File: config.mk
export PLATFORM = sky130hd
export DESIGN_NAME = pipeline_ctrl
export DESIGN_NICKNAME = d
export VERILOG_FILES = /design/src/rtl/pipeline_ctrl_pkg.sv /design/src/rtl/pipeline_ctrl_fwd_unit.sv /design/src/rtl/pipeline_ctrl.sv
export SDC_FILE = /design/constraint.sdc
export NUM_CORES = 1
export LEC_CHECK = 0
export CORE_AREA = 2 2 58 115
export DETAILED_ROUTE_END_ITERATION = 7
export DIE_AREA = 0 0 60 117
export HOLD_SLACK_MARGIN = 0.15
export PLACE_DENSITY = 0.88
export SYNTH_ARGS = -nofsm -noshare
export SYNTH_HDL_FRONTEND = slang
export SYNTH_SLANG_ARGS = --single-unit
File: constraint.sdc
create_clock -name clock_i -period 2.8 [get_ports clock_i]
set_input_delay 0.56 -clock clock_i [delete_from_list [all_inputs] [get_ports clock_i]]
set_output_delay 0.56 -clock clock_i [all_outputs]
set_load 0.03 [all_outputs]
File: src/rtl/pipeline_ctrl_pkg.sv
// ---------------------------------------------------------------------------
// pipeline_ctrl_pkg
// Shared types and constants for the five-stage pipeline hazard controller.
//   state_t  : controller state (RUN, WAIT, ERR)
//   FWD_*    : EX operand source select encodings
//   REG_W    : register-number width
// ---------------------------------------------------------------------------
package pipeline_ctrl_pkg;

    localparam int REG_W = 5;

    typedef enum logic [1:0] {
        ST_RUN  = 2'd0,
        ST_WAIT = 2'd1,
        ST_ERR  = 2'd2
    } state_t;

    localparam logic [1:0] FWD_RF  = 2'b00;
    localparam logic [1:0] FWD_WB  = 2'b01;
    localparam logic [1:0] FWD_MEM = 2'b10;

endpackage

File: src/rtl/pipeline_ctrl_fwd_unit.sv
// ---------------------------------------------------------------------------
// fwd_unit
// Combinational forwarding select for one EX operand.
//   ex_src_i          : source register number held in ID/EX
//   mem_reg_write_i   : EX/MEM writes a register
//   mem_write_addr_i  : EX/MEM destination register
//   wb_reg_write_i    : MEM/WB writes a register
//   wb_write_addr_i   : MEM/WB destination register
//   fwd_o             : FWD_MEM, FWD_WB or FWD_RF
// ---------------------------------------------------------------------------
module fwd_unit
    import pipeline_ctrl_pkg::*;
(
    input  logic [REG_W-1:0] ex_src_i,
    input  logic             mem_reg_write_i,
    input  logic [REG_W-1:0] mem_write_addr_i,
    input  logic             wb_reg_write_i,
    input  logic [REG_W-1:0] wb_write_addr_i,
    output logic [1:0]       fwd_o
);

    // EX/MEM holds the younger result, so it wins over MEM/WB.
    // Register 0 is hard-wired to zero and must never be forwarded.
    always_comb begin
        fwd_o = FWD_RF;
        if (mem_reg_write_i && (mem_write_addr_i != '0) &&
            (mem_write_addr_i == ex_src_i)) begin
            fwd_o = FWD_MEM;
        end else if (wb_reg_write_i && (wb_write_addr_i != '0) &&
                     (wb_write_addr_i == ex_src_i)) begin
            fwd_o = FWD_WB;
        end
    end

endmodule

File: src/rtl/pipeline_ctrl.sv
// ---------------------------------------------------------------------------
// pipeline_ctrl
// Hazard / stall controller for a five-stage MIPS32 pipeline. Produces the
// pipeline register enables and flushes, sequences EX/MEM data-memory
// accesses over a req/ready handshake with a timeout, selects EX operand
// forwarding and counts stall cycles.
//
// Ports
//   clock_i, reset_i              clock, synchronous active-low reset
//   id_rs_i, id_rt_i              ID source registers
//   id_uses_rs_i, id_uses_rt_i    ID instruction reads rs / rt
//   ex_rs_i, ex_rt_i              ID/EX source registers
//   ex_mem_read_i, ex_reg_write_i ID/EX control bits
//   ex_write_addr_i               ID/EX destination register
//   branch_taken_i                branch/jump taken in EX
//   mem_mem_read_i, mem_mem_write_i, mem_reg_write_i  EX/MEM control bits
//   mem_write_addr_i              EX/MEM destination register
//   wb_reg_write_i, wb_write_addr_i  MEM/WB control / destination
//   dmem_ready_i                  data memory completes access this cycle
//   pc_en_o, ifid_en_o, idex_en_o, exmem_en_o   register load enables
//   ifid_flush_o, idex_flush_o, memwb_flush_o   bubble inserts
//   dmem_req_o                    data-memory request
//   fwd_a_o, fwd_b_o              EX operand source selects
//   mem_timeout_o                 sticky dmem timeout flag
//   stall_cycles_o                saturating count of cycles with pc_en_o = 0
//
// state | meaning
// RUN   | pipeline flowing; a dmem access not ready this cycle freezes it
// WAIT  | pipeline frozen waiting for dmem_ready, wait_cnt counts cycles
// ERR   | dmem timed out; everything stopped until reset
// ---------------------------------------------------------------------------
module pipeline_ctrl
    import pipeline_ctrl_pkg::*;
#(
    parameter int WAIT_MAX = 15
) (
    input  logic             clock_i,
    input  logic             reset_i,
    input  logic [REG_W-1:0] id_rs_i,
    input  logic [REG_W-1:0] id_rt_i,
    input  logic             id_uses_rs_i,
    input  logic             id_uses_rt_i,
    input  logic [REG_W-1:0] ex_rs_i,
    input  logic [REG_W-1:0] ex_rt_i,
    input  logic             ex_mem_read_i,
    input  logic             ex_reg_write_i,
    input  logic [REG_W-1:0] ex_write_addr_i,
    input  logic             branch_taken_i,
    input  logic             mem_mem_read_i,
    input  logic             mem_mem_write_i,
    input  logic             mem_reg_write_i,
    input  logic [REG_W-1:0] mem_write_addr_i,
    input  logic             wb_reg_write_i,
    input  logic [REG_W-1:0] wb_write_addr_i,
    input  logic             dmem_ready_i,
    output logic             pc_en_o,
    output logic             ifid_en_o,
    output logic             idex_en_o,
    output logic             exmem_en_o,
    output logic             ifid_flush_o,
    output logic             idex_flush_o,
    output logic             memwb_flush_o,
    output logic             dmem_req_o,
    output logic [1:0]       fwd_a_o,
    output logic [1:0]       fwd_b_o,
    output logic             mem_timeout_o,
    output logic [31:0]      stall_cycles_o
);

    state_t      state_q, state_d;
    logic [7:0]  wait_cnt_q, wait_cnt_d;
    logic        mem_timeout_q, mem_timeout_d;
    logic [31:0] stall_cycles_q, stall_cycles_d;

    logic       mem_acc;
    logic       mem_stall;
    logic       load_use;
    logic [1:0] fwd_a_raw, fwd_b_raw;

    // ex_reg_write is implied by ex_mem_read for a load; not needed here.
    logic unused_ex_reg_write;
    assign unused_ex_reg_write = ex_reg_write_i;

    assign mem_acc = mem_mem_read_i | mem_mem_write_i;

    // In WAIT the frozen EX/MEM register still holds the access, so only
    // ready matters there.
    assign mem_stall = ((state_q == ST_RUN)  && mem_acc && !dmem_ready_i) ||
                       ((state_q == ST_WAIT) && !dmem_ready_i);

    assign load_use = ex_mem_read_i && (ex_write_addr_i != '0) &&
                      (((ex_write_addr_i == id_rs_i) && id_uses_rs_i) ||
                       ((ex_write_addr_i == id_rt_i) && id_uses_rt_i));

    always_comb begin
        pc_en_o       = 1'b1;
        ifid_en_o     = 1'b1;
        idex_en_o     = 1'b1;
        exmem_en_o    = 1'b1;
        ifid_flush_o  = 1'b0;
        idex_flush_o  = 1'b0;
        memwb_flush_o = 1'b0;
        dmem_req_o    = 1'b0;
        if (!reset_i || (state_q == ST_ERR)) begin
            pc_en_o    = 1'b0;
            ifid_en_o  = 1'b0;
            idex_en_o  = 1'b0;
            exmem_en_o = 1'b0;
        end else begin
            dmem_req_o = mem_acc;
            if (mem_stall) begin
                pc_en_o       = 1'b0;
                ifid_en_o     = 1'b0;
                idex_en_o     = 1'b0;
                exmem_en_o    = 1'b0;
                memwb_flush_o = 1'b1;
            end else if (branch_taken_i) begin
                ifid_flush_o = 1'b1;
                idex_flush_o = 1'b1;
            end else if (load_use) begin
                pc_en_o      = 1'b0;
                ifid_en_o    = 1'b0;
                idex_flush_o = 1'b1;
            end
        end
    end

    always_comb begin
        state_d        = state_q;
        wait_cnt_d     = wait_cnt_q;
        mem_timeout_d  = mem_timeout_q;
        stall_cycles_d = stall_cycles_q;
        if (!pc_en_o && (stall_cycles_q != 32'hFFFF_FFFF)) begin
            stall_cycles_d = stall_cycles_q + 32'd1;
        end
        case (state_q)
            ST_RUN: begin
                if (mem_acc && !dmem_ready_i) begin
                    state_d    = ST_WAIT;
                    wait_cnt_d = 8'd1;
                end
            end
            ST_WAIT: begin
                if (dmem_ready_i) begin
                    state_d    = ST_RUN;
                    wait_cnt_d = 8'd0;
                end else if (wait_cnt_q == 8'(WAIT_MAX)) begin
                    state_d       = ST_ERR;
                    mem_timeout_d = 1'b1;
                end else begin
                    wait_cnt_d = wait_cnt_q + 8'd1;
                end
            end
            ST_ERR:  state_d = ST_ERR;
            default: state_d = ST_ERR;
        endcase
    end

    always_ff @(posedge clock_i) begin
        if (!reset_i) begin
            state_q        <= ST_RUN;
            wait_cnt_q     <= 8'd0;
            mem_timeout_q  <= 1'b0;
            stall_cycles_q <= 32'd0;
        end else begin
            state_q        <= state_d;
            wait_cnt_q     <= wait_cnt_d;
            mem_timeout_q  <= mem_timeout_d;
            stall_cycles_q <= stall_cycles_d;
        end
    end

    assign mem_timeout_o  = mem_timeout_q;
    assign stall_cycles_o = stall_cycles_q;

    fwd_unit u_fwd_a (
        .ex_src_i         (ex_rs_i),
        .mem_reg_write_i  (mem_reg_write_i),
        .mem_write_addr_i (mem_write_addr_i),
        .wb_reg_write_i   (wb_reg_write_i),
        .wb_write_addr_i  (wb_write_addr_i),
        .fwd_o            (fwd_a_raw)
    );

    fwd_unit u_fwd_b (
        .ex_src_i         (ex_rt_i),
        .mem_reg_write_i  (mem_reg_write_i),
        .mem_write_addr_i (mem_write_addr_i),
        .wb_reg_write_i   (wb_reg_write_i),
        .wb_write_addr_i  (wb_write_addr_i),
        .fwd_o            (fwd_b_raw)
    );

    assign fwd_a_o = reset_i ? fwd_a_raw : FWD_RF;
    assign fwd_b_o = reset_i ? fwd_b_raw : FWD_RF;

endmodule
==> reports/qor.yml <==
outcome: "complete, no violations"
grt_max_degree: 36
layout_common_cells: "clkdlybuf4s50_1, buf_4, dfxtp_1"
final_layout_size_suffix_gt1_share_pct: 17.9
yosys.area_share.adder_pct: 0.914
r2r-end: "stall_cycles_o[26]"
rsz0062_at_grt: "yes"
hold_viol_final: 0
cts_root_buf: "clkbuf_16"
via_per_inst: 5.59
setup_violations: 0
holdPathStages: 2
power_density_mw_per_mm2: 360
synth_cell_type_count: 51
detail-route-antenna-nets: 0
start_kind: "input pin"
drc: 0
layoutNonFillerInstCount: 539
cts_tree: "yes"
period_minus_slack_ns: 2.74
hpwl_mm: 5.62
cap_violations: 0
cp_cell_sequence: "dlygate4sd2_1, or4_1, o21ai_2, nor4_2, buf_4, nor4_2, buf_4"
io_pins: 92
cp_slowest_cell: "or4_1"
synthTopCellsByArea: "dfxtp_1, xor2_1, or4_1"
fmax_ghz: 0.365
vias: 3015
cts_sinks: 43
synth_top_family_by_area: "simple AND/OR/NAND/NOR gates"
synth_area_leader_cell: "dfxtp_1"
ys_warn_count: 0
layout_commonest_cell: "clkdlybuf4s50_1"
drt_iter0_markers: 150
grt-ovfl-total: 0
rr_startpoint: "stall_cycles_o[4]"
wirelength_mm: 7.65
die-area_mm2: 0.00702
clkLatencyLatePin_ns: 0.29
finalCritPeriodShare_pct: 98.0
die_x_um: 60
synth_top_area_share_pct: 31.5
place.gp.congestion: 0.854
endpoint_kind: "output port"
reg2regPathDepth: 6
die_h_um: 117
ir_drop_mv: 0.326
yosys-mux-area-fraction_pct: 2.19
p_leak_nw: 1.52
synthesis.nets: 379
hold_path.class: "reg -> reg"
yosys.area_share.xor_xnor_pct: 11.8
ctsLongestPathBuffers: 2
dp.cells: 529
rows: 41
grt_pass1_vias: 2758
critPathMaxStageDelay_ns: 0.52
worst-slew-pin-transition_ns: 0.833
whs_ns: 0.502
cts_made_buffers: 5
coreArea_mm2: 0.00621
grt_antenna_before_repair: 0
post_drt_wl_per_cell_um: 14.2
syn_area_per_cell_um2: 8.29
synthCells: 330
clk_pin_slew_worst_paths_ns: 0.06
cts-htree-levels: 2
skew_ns: 0.00765
crit_family: "simple AND/OR/NAND/NOR gates"
ys_seq_elements: 43
area_growth_pct: 52.1
synth.cell_area_mm2: 0.00274
max-slew-margin-rel_pct: 44.0
nets: 501
diodes: 0
cp-endpoint: "fwd_b_o[0]"
crit_buf_inv: 3
reg2reg_slack_ns: 0.32
seq_area_frac_synth_pct: 31.5
setup_tns_ns: 0
crit_start: "mem_write_addr_i[0]"
cp_data_required_time_ns: 2.24
slew_viol_final: 0
start_util_pct: 44.1
fin_util_pct: 67.0
cp_data_arrival_time_ns: 2.18
critPathKind: "in -> out"
track_usage_pct: 22.0
grt_pass1_wl_mm: 12.3
cp_max_fo: 3
total_power_mw: 1.50
worst-path-stages: 7
port_buffers: 90
synth-simple-area-share_pct: 31.7
firstDrtPassIters: 4
synth_compound_area_share_pct: 17.7
==> cell families after synthesis <==
family	after synthesis
AO/OA/AOI/OAI	71
XOR/XNOR	37
adder cells (fa/ha/maj)	2
buffers and inverters	23
flip-flops	43
multiplexers	6
AND/OR/NAND/NOR	148
==> registers in the layout, indices dropped and copies added, names as in the netlist <==
name            flops
state_q             2
stall_cycles_o     32
wait_cnt_q          8
mem_timeout_o       1
==> cell type report <==
type / instances / area, µm²
clock inverters: 2 / 12.5
clock buffers: 6 / 129
fillers: 498 / 2050
repair buffers: 132 / 1220
multi-input cells: 264 / 1810
inverters: 6 / 22.5
well taps: 86 / 108
flip-flops and latches: 43 / 861
==> synth_stat cells, drive strengths merged <==
library cell  instances
a211o                 1
and4                  3
and3                  4
a21oi                26
or2                   3
o31a                  1
o211ai                3
nor3                  5
dfxtp                43
inv                   6
a2111o                1
or3b                  1
nor2                 23
o41ai                 5
clkbuf                9
buf                   8
nand2b                6
or4                  27
nor4                  8
o21ai                 6
o21ba                 1
nand4                12
nor4b                 1
a2111oi               1
o31ai                20
a32oi                 1
mux2i                 6
a31oi                 1
o21a                  2
or4b                  2
and2                  6
nand3                19
o2111ai               1
or3                   7
nand2                20
o311ai                1
nor3b                 1
xnor2                 9
ha                    2
xor2                 28
==> per-stage QoR <==
step / instance area [µm²] / worst slack, ns
3_5_place_dp: 3950 / -0.387
4_1_cts: 4120 / 0.0209
2_1_floorplan: 2750 / 0.0242
3_3_place_gp: 3950 / -0.372
6_report: 4160 / 0.0570
5_1_grt: 4160 / -0.00925
==> power by group <==
part	total, mW	switching, mW	internal, mW
combinational	0.291	0.141	0.151
sequential	0.634	0.0139	0.620
clock	0.574	0.245	0.329
==> repair_timing <==
action | 4_1_cts | 5_1_grt
pin swaps | 10 | 7
hold buffers | 0 | 0
setup buffers | 2 | 1
setup endpoints to repair | 7 | 14
gates resized for setup | 31 | 10
hold endpoints to repair | 0 | 0
==> how the worst min path moves through the flow <==
stage	startpoint	to	slack, ns
after floorplan	wait_cnt_q[7]	wait_cnt_q[7]	0.47
after global placement	mem_timeout_o	mem_timeout_o	0.47
after detailed placement	stall_cycles_o[23]	stall_cycles_o[23]	0.48
after CTS	stall_cycles_o[23]	stall_cycles_o[23]	0.50
after global routing	stall_cycles_o[31]	stall_cycles_o[31]	0.53
final	stall_cycles_o[23]	stall_cycles_o[23]	0.50
==> per-layer routing <==
layer	vias up	GRT usage [%]	part of all wire, %
met2	97	38.9	51
met1	1411	26.6	41
li1	1497	-	-
met3	10	3.85	6.5
met4	0	5.93	1.6
met5	-	0	0
==> worst reg2reg max path, stage by stage, from the launching register on <==
cell and delay, ns:
dfxtp_1 0.44, nand4_1 0.21, or4_1 0.64, or3b_1 0.48, or3_1 0.33, o41ai_1 0.10, mux2i_1 0.23
No activity file was read; power rests on OpenSTA's default activity.
